--- src/rtl/counter_sched_pkg.sv ---
// rtl/counter_sched_pkg.sv - shared types and defaults for the counter scheduler
//
// Purpose: FSM state encoding and default parameter values used by
//          counter_sched and its bench.
// Ports:   none (package)
package counter_sched_pkg;

  typedef enum logic [1:0] {
    IDLE = 2'd0,
    LOAD = 2'd1,
    RUN  = 2'd2,
    DONE = 2'd3
  } state_e;

  localparam int DEFAULT_NREQ  = 4;
  localparam int DEFAULT_WIDTH = 4;

endpackage

--- src/rtl/counter_sched_count_core.sv ---
// rtl/counter_sched_count_core.sv - WIDTH-bit up-counter shared by all requesters
//
// Purpose: synchronous clear / count-enable counter; clear wins over enable.
// Ports:
//   clk   in   rising-edge clock
//   reset in   asynchronous active-high reset
//   clr   in   clear to zero on next edge
//   en    in   increment on next edge
//   out   out  current count
module count_core #(
  parameter int WIDTH = 4
) (
  input  logic             clk,
  input  logic             reset,
  input  logic             clr,
  input  logic             en,
  output logic [WIDTH-1:0] out
);

  logic [WIDTH-1:0] cnt_q;
  logic [WIDTH-1:0] cnt_d;

  always_comb begin
    cnt_d = cnt_q;
    if (clr) begin
      cnt_d = '0;
    end else if (en) begin
      cnt_d = cnt_q + 1'b1;
    end
  end

  always_ff @(posedge clk or posedge reset) begin
    if (reset) begin
      cnt_q <= '0;
    end else begin
      cnt_q <= cnt_d;
    end
  end

  assign out = cnt_q;

endmodule

--- src/rtl/counter_sched.sv ---
// rtl/counter_sched.sv - round-robin scheduler sharing one up-counter among NREQ requesters
//
// Purpose: arbitrates req in IDLE (round robin from rr pointer), then runs the
//          shared counter from 0 to the winner's latched len and pulses done.
// Optional: COUNTER_SCHED_ABORT_EN adds the abort input, which ends a LOAD/RUN
//          phase early with out held and a normal done pulse.
// Ports:
//   clk   in   rising-edge clock
//   reset in   asynchronous active-high reset
//   req   in   NREQ request bits, sampled only in IDLE
//   len   in   NREQ*WIDTH packed terminal counts, requester i at [i*WIDTH +: WIDTH]
//   gnt   out  one-hot grant, held through LOAD and RUN
//   busy  out  high whenever the FSM is not in IDLE
//   done  out  one-cycle completion pulse for the granted requester
//   out   out  current counter value
//   abort in   (COUNTER_SCHED_ABORT_EN only) terminate the active run
module counter_sched
  import counter_sched_pkg::*;
#(
  parameter int NREQ  = DEFAULT_NREQ,
  parameter int WIDTH = DEFAULT_WIDTH
) (
  input  logic                  clk,
  input  logic                  reset,
  input  logic [NREQ-1:0]       req,
  input  logic [NREQ*WIDTH-1:0] len,
  output logic [NREQ-1:0]       gnt,
  output logic                  busy,
  output logic [NREQ-1:0]       done,
  output logic [WIDTH-1:0]      out
`ifdef COUNTER_SCHED_ABORT_EN
  ,
  input  logic                  abort
`endif
);

  localparam int IW = (NREQ > 1) ? $clog2(NREQ) : 1;

  state_e            state_q;
  logic [IW-1:0]     winner_q;
  logic [IW-1:0]     ptr_q;
  logic [IW-1:0]     ptr_d;
  logic [WIDTH-1:0]  len_q;
  logic [NREQ-1:0]   gnt_q;
  logic [NREQ-1:0]   done_q;

  logic              pick_found;
  logic [IW-1:0]     pick_idx;
  logic [IW-1:0]     cand_idx;
  logic [WIDTH-1:0]  pick_len;
  int                cand;

  logic              abort_w;
  logic              at_end;
  logic              cnt_clr;
  logic              cnt_en;

`ifdef COUNTER_SCHED_ABORT_EN
  assign abort_w = abort;
`else
  assign abort_w = 1'b0;
`endif

  function automatic logic [NREQ-1:0] onehot(input logic [IW-1:0] idx);
    logic [NREQ-1:0] v;
    v      = '0;
    v[idx] = 1'b1;
    return v;
  endfunction

  // Round-robin search: first set req bit at or above ptr_q, wrapping at NREQ
  // (NREQ need not be a power of two, so the wrap is explicit).
  always_comb begin
    pick_found = 1'b0;
    pick_idx   = '0;
    cand       = 0;
    cand_idx   = '0;
    for (int k = 0; k < NREQ; k++) begin
      cand = int'(ptr_q) + k;
      if (cand >= NREQ) begin
        cand = cand - NREQ;
      end
      cand_idx = IW'(cand);
      if (!pick_found && req[cand_idx]) begin
        pick_found = 1'b1;
        pick_idx   = cand_idx;
      end
    end
  end

  assign pick_len = len[int'(pick_idx)*WIDTH +: WIDTH];
  assign ptr_d    = (winner_q == IW'(NREQ - 1)) ? '0 : winner_q + 1'b1;

  // Terminal compare is taken before the increment, so len_q = all-ones
  // stops at all-ones instead of wrapping.
  assign at_end  = (out == len_q);
  assign cnt_clr = (state_q == LOAD) && !abort_w;
  assign cnt_en  = (state_q == RUN) && !at_end && !abort_w;

  always_ff @(posedge clk or posedge reset) begin
    if (reset) begin
      state_q  <= IDLE;
      winner_q <= '0;
      ptr_q    <= '0;
      len_q    <= '0;
      gnt_q    <= '0;
      done_q   <= '0;
    end else begin
      done_q <= '0;
      case (state_q)
        IDLE: begin
          if (pick_found) begin
            winner_q <= pick_idx;
            len_q    <= pick_len;
            gnt_q    <= onehot(pick_idx);
            state_q  <= LOAD;
          end
        end
        LOAD: begin
          if (abort_w) begin
            gnt_q   <= '0;
            done_q  <= onehot(winner_q);
            state_q <= DONE;
          end else begin
            state_q <= RUN;
          end
        end
        RUN: begin
          if (at_end || abort_w) begin
            gnt_q   <= '0;
            done_q  <= onehot(winner_q);
            state_q <= DONE;
          end
        end
        DONE: begin
          ptr_q   <= ptr_d;
          state_q <= IDLE;
        end
        default: begin
          state_q <= IDLE;
        end
      endcase
    end
  end

  count_core #(
    .WIDTH(WIDTH)
  ) u_count_core (
    .clk  (clk),
    .reset(reset),
    .clr  (cnt_clr),
    .en   (cnt_en),
    .out  (out)
  );

  assign gnt  = gnt_q;
  assign done = done_q;
  assign busy = (state_q != IDLE);

endmodule

--- config.mk ---
export PLATFORM = sky130hd
export DESIGN_NAME = counter_sched
export DESIGN_NICKNAME = d
export VERILOG_FILES = /design/src/rtl/counter_sched_pkg.sv /design/src/rtl/counter_sched_count_core.sv /design/src/rtl/counter_sched.sv
export SDC_FILE = /design/constraint.sdc
export NUM_CORES = 1
export LEC_CHECK = 0
export ABC_AREA = 0
export ABC_CLOCK_PERIOD_IN_PS = 1850
export CAP_MARGIN = 0
export CORE_MARGIN = 2
export CORE_UTILIZATION = 35
export CTS_BUF_LIST = sky130_fd_sc_hd__clkbuf_16
export DETAILED_ROUTE_END_ITERATION = 7
export PLACE_DENSITY = 0.66
export SLEW_MARGIN = 5
export SYNTH_ARGS = -nofsm -noshare
export SYNTH_HDL_FRONTEND = slang
export SYNTH_SLANG_ARGS = --single-unit
--- constraint.sdc ---
create_clock -name clk -period 1.85 [get_ports clk]
set_input_delay 0.37 -clock clk [delete_from_list [all_inputs] [get_ports clk]]
set_output_delay 0.37 -clock clk [all_outputs]
set_load 0.05 [all_outputs]
## Yosys cells after proc, flatten, opt, wreduce, memory -nomap -nowiden

Cells that the tools add are included.

| storage, ports and cells | value |
|---|---|
| register bits after elaboration | 22 |
| logic and storage cells | 88 |

| operators by class | value |
|---|---|
| add/subtract/negate cells | 9 |
| reductions and logical operators | 17 |
| shift-type cells | 1 |
| order comparisons | 12 |
| multiplexer cells | 35 |
| eq/ne operators | 7 |

Operator list:

| operator | count |
|---|---|
| $mux W4 | 6 |
| $mux W2 | 11 |
| $lt A2 B3 Y1 const B | 6 |
| $shiftx A16 B5 Y4 | 1 |
| $mux W1 | 10 |
| $ge A3 B3 Y1 const B | 3 |
| $bmux W1 S2 | 4 |
| $pmux W2 S4 | 1 |
| $pmux W4 S2 | 1 |
| $sub A2 B1 Y2 const B | 4 |
| $add A2 B2 Y3 const B | 2 |
| $eq A2 B2 Y1 const B | 3 |
| $logic_and A1 B1 Y1 | 6 |
| $reduce_bool A2 Y1 | 3 |
| $add A4 B1 Y4 const B | 1 |
| $demux W1 S2 | 2 |
| $eq A4 B4 Y1 | 1 |
| $ge A2 B1 Y1 const B | 2 |
| $logic_not A1 Y1 | 4 |
| $ne A2 B2 Y1 const B | 2 |
| $reduce_and A2 Y1 | 2 |
| $add A2 B1 Y3 const B | 1 |
| $ge A2 B3 Y1 const B | 1 |
| $reduce_and A3 Y1 | 1 |
| 3 further kinds | 3 |

## Logic depth before layout (Yosys ltp)

Gate-level depths: netlist (run 1).

| logic depth | value |
|---|---|
| depth after elaboration | 20 |
| gate-level depth with buffers | 7 |

## Modules after synthesis

From an unflattened synthesis (run 1), not the netlist that was laid out.

| unflattened totals | value |
|---|---|
| cells, all modules | 120 |
| area, all modules | 1,266.2 µm² |

By module, submodules not included:

| module | cells an instance | area an instance (µm²) | times used |
|---|---|---|---|
| counter_sched | 103 | 1,069.8 | 1 |
| count_core | 17 | 196.4 | 1 |

## Least setup slack after synthesis (run 1)

Ideal clock, no wire load.

| timing | value |
|---|---|
| path type | register -> register |
| start point | reg u_count_core.cnt_q[1] (netlist: u_count_core.out[1]) |
| end point | reg state_q[1] |
| arrival time | 1.799 ns |
| path slack | -0.074 ns |
| library setup time | 0.125 ns |
| data required time | 1.725 ns |
| cell stages (with the launch flop) | 5 |
| cells stage by stage | dfrtp_1 > xor2_1 > o41ai_4 > nand2_2 > mux2_4 |

| on the way | value |
|---|---|
| word-level cells in the longest chain between the ends | 3 |

RTL lines:

| what | RTL line | source |
|---|---|---|
| from (decl) | counter_sched_count_core.sv:20 | `logic [WIDTH-1:0] cnt_q;` |
| from (signal assigned) | counter_sched_count_core.sv:36 | `cnt_q <= cnt_d;` |
| $eq A4 B4 Y1 | counter_sched.sv:96 | `assign at_end = (out == len_q);` |
| $ne A2 B2 Y1 (no source line) | - |  |
| $reduce_and A2 Y1 (no source line) | - |  |
| to (signal assigned) | counter_sched.sv:102 | `state_q <= IDLE;` |
| to (signal assigned) | counter_sched.sv:116 | `state_q <= LOAD;` |
| to (signal assigned) | counter_sched.sv:123 | `state_q <= DONE;` |
| to (decl) | counter_sched.sv:39 | `state_e state_q;` |

No other way between the ends.
A chain may end at the register's enable or synchronous reset.

## Final worst setup path (run 1)

| timing | value |
|---|---|
| start point | in req[1] |
| end point | reg len_q[1] |

| on the way | value |
|---|---|
| word-level cells in the longest chain between the ends | 13 |
| elaborated cells on any way between the ends | 24 |
| those cells by class | shift: 1; mux: 16; reduce/logical: 7 |

RTL lines:

| what | RTL line | source |
|---|---|---|
| from (decl) | counter_sched.sv:25 | `input logic [NREQ-1:0] req,` |
| $bmux W1 S2 | counter_sched.sv:84 | `if (!pick_found && req[cand_idx]) begin` |
| $mux W1 (not written as such) | counter_sched.sv:84 |  |
| $mux W1 | counter_sched.sv:84 |  |
| $logic_not A1 Y1 | counter_sched.sv:84 |  |
| $logic_and A1 B1 Y1 | counter_sched.sv:84 |  |
| $mux W1 | counter_sched.sv:84 |  |
| $logic_not A1 Y1 | counter_sched.sv:84 |  |
| $logic_and A1 B1 Y1 | counter_sched.sv:84 |  |
| $mux W1 | counter_sched.sv:84 |  |
| $logic_not A1 Y1 | counter_sched.sv:84 |  |
| $logic_and A1 B1 Y1 | counter_sched.sv:84 |  |
| $mux W2 or $mux W1 (tied branches) | counter_sched.sv:84 |  |
| $shiftx A16 B5 Y4 or $reduce_and A2 Y1 (tied branches) | - |  |
| to (signal assigned) | counter_sched.sv:114 | `len_q <= pick_len;` |
| to (decl) | counter_sched.sv:43 | `logic [WIDTH-1:0] len_q;` |

Several ways; a longest one is shown, not always the timed one. The select of a mux whose other input is x is not followed.

==> flow_summary.yaml, run 1 <==
sta:
  drv_slew: 0
  setup_violations: 0
  fin_ws_ps: 56.99
  hold_viol: 0
  tightest_slew_ps: 494.0
  fmax_mhz: 557.7
  hold_slack_ps: 449.9
  period_share: 0.9692
  post-route-min-period_ps: 1793
  maxSlewHeadroom: 0.6696
  skew_ps: 2.345
global_routing:
  grt_max_degree: 23
  grt_pass1_vias: 1051
  grt_overflow: 0
  grt_usage: 0.1469
  grt_pass1_wl_mm: 4.650
  antenna_found_initial: 0
finish:
  drive_gt1_frac: 0.2848
  area_growth_syn_to_layout_pct: 50.95
  stdcell_count: 211
  area.sequential_sq_um: 553.0
  final_area_sq_um: 1898
  n_antenna_cell: 0
  final_core_util: 0.5600
  multi_input_area_sq_um: 703.2
  fillers: 288
  final_nets: 198
critical_path:
  crit_arrival_ps: 1920
  worstSetupPathType: "in -> reg"
  critPathBufInv: 3
  crit_required_ps: 1980
  cpLargestDelayFamily: "buffers and inverters"
  worstPathMaxFanout: 6
  crit_chain: "clkdlybuf4s50_1 -> buf_4 -> nor2b_1 -> nor3_2 -> o22ai_4 -> buf_12 -> mux2i_1 -> o221ai_2"
  setup.worst_path.end_class: "flip-flop"
  max_stage_delay_ps: 420
  cp-start-kind: "primary input"
  critPathSlowestCell: "clkdlybuf4s50_1"
place:
  portBuffers: 34
  dp.final_hpwl_mm: 2.231
  gp_congestion: 0.7653
  dp_cells: 205
  place_ws_ps: -215.9
  placed_area_sq_um: 1730
pwr:
  p_clk_frac: 0.144
  p_comb_frac: 0.586
  leakage_nw: 0.9407
  pwr_density_cell_nw_per_um2: 1665
  seq_power_share: 0.270
  power.switching_mw: 1.350
  switching_share: 0.4274
  p_int_mw: 1.809
  peakVddDrop_v: 0.0009400
logic_synthesis:
  synth.most_common_cell: "dfrtp_1"
  yosysTopAreaCellShare: 0.4378
  yosysWarnings: 0
  synth_area_leaders: "dfrtp_1 44%, ha_1 10%, mux2i_1 7.2%, xor2_1 3.5%, inv_1 3.0%"
  syn_nets: 148
  synth_cell_types: 35
  yosysTopAreaCell: "dfrtp_1"
  yosysSeqAreaShare: 0.4378
  netlist_area_sq_um: 1257
  synthTopCellsByCount: "22 x dfrtp_1, 10 x ha_1, 10 x inv_1"
  synth_edf_count: 0
  synthFlopType: "dfrtp_1"
  ys_async_sr_fraction: 1.000
  syn-instance-count: 116
  synth-seq-cells: 22
  avgSynthCellArea_sq_um: 10.84
floorplan:
  io-pin-count: 35
  core_sq_um: 3390
  initial_core_util: 0.3710
  die_height_microns: 63.94
  die_w_microns: 63.94
  dieArea_sq_um: 4088
  fp-row-count: 21
clock_tree:
  cts_sinks: 22
  numCtsBuffers: 3
  tritoncts: "yes"
  cts-root-buf: "clkbuf_16"
  cts_max_path_buffers: 2
  clk_pin_slew_ps: 60
  ctsHtreeMaxLevel: 1
  worstSkewPairLatency_ps: 250
  postCtsHoldBufs: 0
run:
  maxCapViolCount: 0
drt:
  dr_total_vias: 1045
  wirelength_mm: 2.870
  post-route-drc-count: 0
  routedWlPerCell_microns: 13.60
  drtPass1Iterations: 4
  viasPerCell: 4.953
  drt_iter0_drc: 23
  ant_nets: 0
min_path:
  min_path_type: "in -> async"
run_status:
  outcome: "completed"
-- metal layers --
layer,track usage,vias to the layer above,part of all wire
met5,0,-,0
met4,0.03804,0,0.0080
met3,0.04754,4,0.043
met2,0.2604,23,0.54
met1,0.1691,510,0.41
li1,-,508,-
-- power groups by stage --
stage / combinational [mW] / sequential [mW] / clock (mW)
floorplan: 0.941 / 1.06 / 0
global placement: 1.66 / 0.843 / 0
detailed placement: 1.71 / 0.858 / 0
CTS: 1.72 / 0.849 / 0.469
global route: 2.00 / 0.885 / 0.488
finish: 1.85 / 0.854 / 0.454
-- worst min-delay path, stage by stage --
cell	delay (ps)
clkdlybuf4s50_1	400
inv_1	50
buf_4	270
-- placed cells by master, fill, tap and decap left out, drive strengths merged, types with 2 or more instances in the layout --
cell type,count
clkbuf,4
o22ai,2
o221ai,4
mux2i,9
mux2,3
buf,23
o21ai,3
nor2,9
nor3,2
ha,10
and3,4
nor2b,2
dfrtp,22
nand2,9
nand2b,2
a21oi,2
xor2,5
a22o,2
clkdlybuf4s50,22
nor4,2
dlymetal6s2s,2
inv,10
a32o,2
-- through the flow --
step	TNS (ps)	power, mW
floorplan	0	2.001
global placement	-1515	2.505
detailed placement	-1371	2.570
CTS	0	3.041
global route	-1.138	3.369
finish	0	3.160
-- flip-flops by register name (all words and copies together) (netlist names) --
signal / count
ptr_q: 2
winner_q: 2
u_count_core.out: 4
done: 4
len_q: 4
state_q: 2
gnt: 4
-- path summary, 6_finish.rpt --
check | depth (start not counted) | slack [ps] | startpoint | end
worst max-delay path | 8 | 60 | req[1] | len_q[1]
worst min-delay path | 3 | 450 | reset | gnt[1]
worst max register to register | 6 | 170 | u_count_core.out[2] | u_count_core.out[2]
worst min register to register | 1 | 490 | gnt[0] | gnt[0]
max in group asynchronous | 3 | 1160 | reset | u_count_core.out[1]
min in group clk | 1 | 490 | gnt[0] | gnt[0]
-- timing repair --
action	CTS	global route
gates resized for setup	0	13
setup endpoints to repair	0	5
buffers inserted	0	1
-- kinds of logic after synthesis --
family,share of synthesized area
and+or+nand+nor,0.1373
DFF,0.4378
AOI/OAI and AO/OA,0.1383
buffers and inverters,0.04379
muxes,0.1015
adders and majority gates,0.09950
xor gates and xnor gates,0.04179
-- layout make-up --
| cell class | count | area share |
|---|---|---|
| Clock buffer | 3 | 0.03955 |
| Multi-Input combinational cell | 81 | 0.3705 |
| Clock inverter | 1 | 0.001978 |
| Tap cell | 46 | 0.03032 |
| Sequential cell | 22 | 0.2914 |
| Timing Repair Buffer | 48 | 0.2465 |
| Inverter | 10 | 0.01978 |
Note: power is estimated with default switching activity, not from simulation.
==> run 2: changes to the inputs <==
- CORE_MARGIN: 2 -> unset
- SKIP_LAST_GASP: unset -> 1
- TNS_END_PERCENT: unset -> 30
==> run 2 against run 1 <==
Sequential share of layout area grew 0.45 points. Sequential cell count is the same. Routed wire length fell by 0.94%. Combinational power decreased by 6%. Fmax down 0.37%. Final cell count shrank 0.47%. Setup slack got worse by 6.7 ps. Largest cell class unchanged. Largest power group unchanged.
==> flow_summary.yaml, run 2 (same netlist as run 1, synthesis figures left out) <==
floorplan:
  dieArea_sq_um: 3837
  core_sq_um: 3390
  fp-row-count: 21
  die_w_microns: 61.94
  die_height_microns: 61.94
  io-pin-count: 35
  initial_core_util: 0.3710
place:
  gp_congestion: 0.7953
  dp.final_hpwl_mm: 2.242
  portBuffers: 34
  place_ws_ps: -232.0
clock_tree:
  numCtsBuffers: 3
  ctsHtreeMaxLevel: 1
  post_cts_buffers: 0
  cts_resized: 0
  clk_pin_slew_ps: 60
  cts-root-buf: "clkbuf_16"
  cts_max_path_buffers: 2
  tritoncts: "yes"
  worstSkewPairLatency_ps: 250
  postCtsHoldBufs: 0
  cts_sinks: 22
sta:
  post-route-min-period_ps: 1800
  fin_ws_ps: 50.29
  setup_violations: 0
  skew_ps: 2.052
  period_share: 0.9728
  maxSlewHeadroom: 0.6667
  tightest_slew_ps: 498.4
  fmax_mhz: 555.6
  rsz0062_at_grt: "true"
  hold_viol: 0
  drv_slew: 0
  setup_tns_ps: 0
critical_path:
  setup.worst_path.end_class: "flip-flop"
  cp-start-kind: "primary input"
  worstSetupPathType: "in -> reg"
  crit_arrival_ps: 1960
  crit_required_ps: 2010
  max_stage_delay_ps: 490
  crit_chain: "clkdlybuf4s50_1 -> a21o_1 -> a21oi_1 -> o22ai_1 -> or2_2 -> o221ai_1"
  worstPathMaxFanout: 5
  critPathSlowestCell: "clkdlybuf4s50_1"
pwr:
  pwr_density_cell_nw_per_um2: 1706
  leakage_nw: 0.9182
  peakVddDrop_v: 0.0008926
finish:
  final_core_util: 0.5515
  final_nets: 197
  mostFrequentLayoutCell: "clkdlybuf4s50_1"
  drive_gt1_frac: 0.2683
  area_growth_syn_to_layout_pct: 48.66
  n_antenna_cell: 0
  mostFrequentLayoutCells: "24 x clkdlybuf4s50_1, 20 x dfrtp_1, 19 x buf_4"
global_routing:
  grt_max_degree: 23
  grt_overflow: 0
  antenna_found_initial: 0
  grt_usage: 0.1662
  grt_pass1_wl_mm: 4.560
  grt_pass1_vias: 1020
drt:
  routedWlPerCell_microns: 13.54
  wirelength_mm: 2.843
  post-route-drc-count: 0
  drt_iter0_drc: 32
  drtPass1Iterations: 4
  viasPerCell: 4.852
  ant_nets: 0
  dr_total_vias: 1019
run_status:
  outcome: "completed"
min_path:
  min_path_type: "in -> async"
run:
  maxCapViolCount: 0
[run 2: final timing paths]
check | startpoint | depth (start not counted) | slack (ps) | end
worst max-delay path | req[1] | 6 | 50 | len_q[0]
worst min-delay path | reset | 3 | 460 | done[0]
worst max register to register | u_count_core.out[1] | 4 | 100 | state_q[1]
worst min register to register | gnt[2] | 1 | 500 | gnt[2]
max in group asynchronous | reset | 3 | 1160 | u_count_core.out[1]
min in group clk | gnt[2] | 1 | 500 | gnt[2]
[run 2: worst max-delay path: cells and delay by family]
family	cells	cell delay, ps
AO/OA/AOI/OAI	4	710
buffers and inverters	1	490
AND/OR/NAND/NOR	1	390
[run 2: cell type report]
cell class	count	area, sq um
fill	288	1520
multi-input combinational	81	684.4
timing repair buffer	47	431.7
clock buffer	3	75.07
inverter	10	37.54
sequential	22	553.0
clock inverter	1	30.03
tap	46	57.56
[run 2: layer usage]
layer,vias to the layer above,global-route usage,share of wire
met5,-,0,0
met4,0,0.08571,0.018
met3,6,0.03106,0.027
met2,18,0.2812,0.53
met1,489,0.2003,0.42
li1,506,-,-
[run 2: power breakdown]
group	total [mW]	switching [mW]	internal, mW
logic	1.74	0.975	0.761
registers	0.853	0.180	0.673
clock network	0.600	0.170	0.429
total	3.19	1.33	1.86
[run 2: metrics by stage]
stage / std cells / area (sq um) / power (mW) / hold slack (ps)
6_report: 210 / 1869 / 3.189 / 455.1
4_1_cts: 209 / 1826 / 3.157 / 461.0
2_1_floorplan: 116 / 1260 / 2.001 / 359.1
3_5_place_dp: 205 / 1720 / 2.544 / 492.7
3_3_place_gp: 205 / 1720 / 2.486 / 487.2
5_1_grt: 210 / 1869 / 3.409 / 501.8
==> run 3: changes to the inputs <==
- CAP_MARGIN: 0 -> 30
- SLEW_MARGIN: 5 -> unset
==> results of run 3 <==
No change in the layout: final DEF, timing and power equal those of run 2.
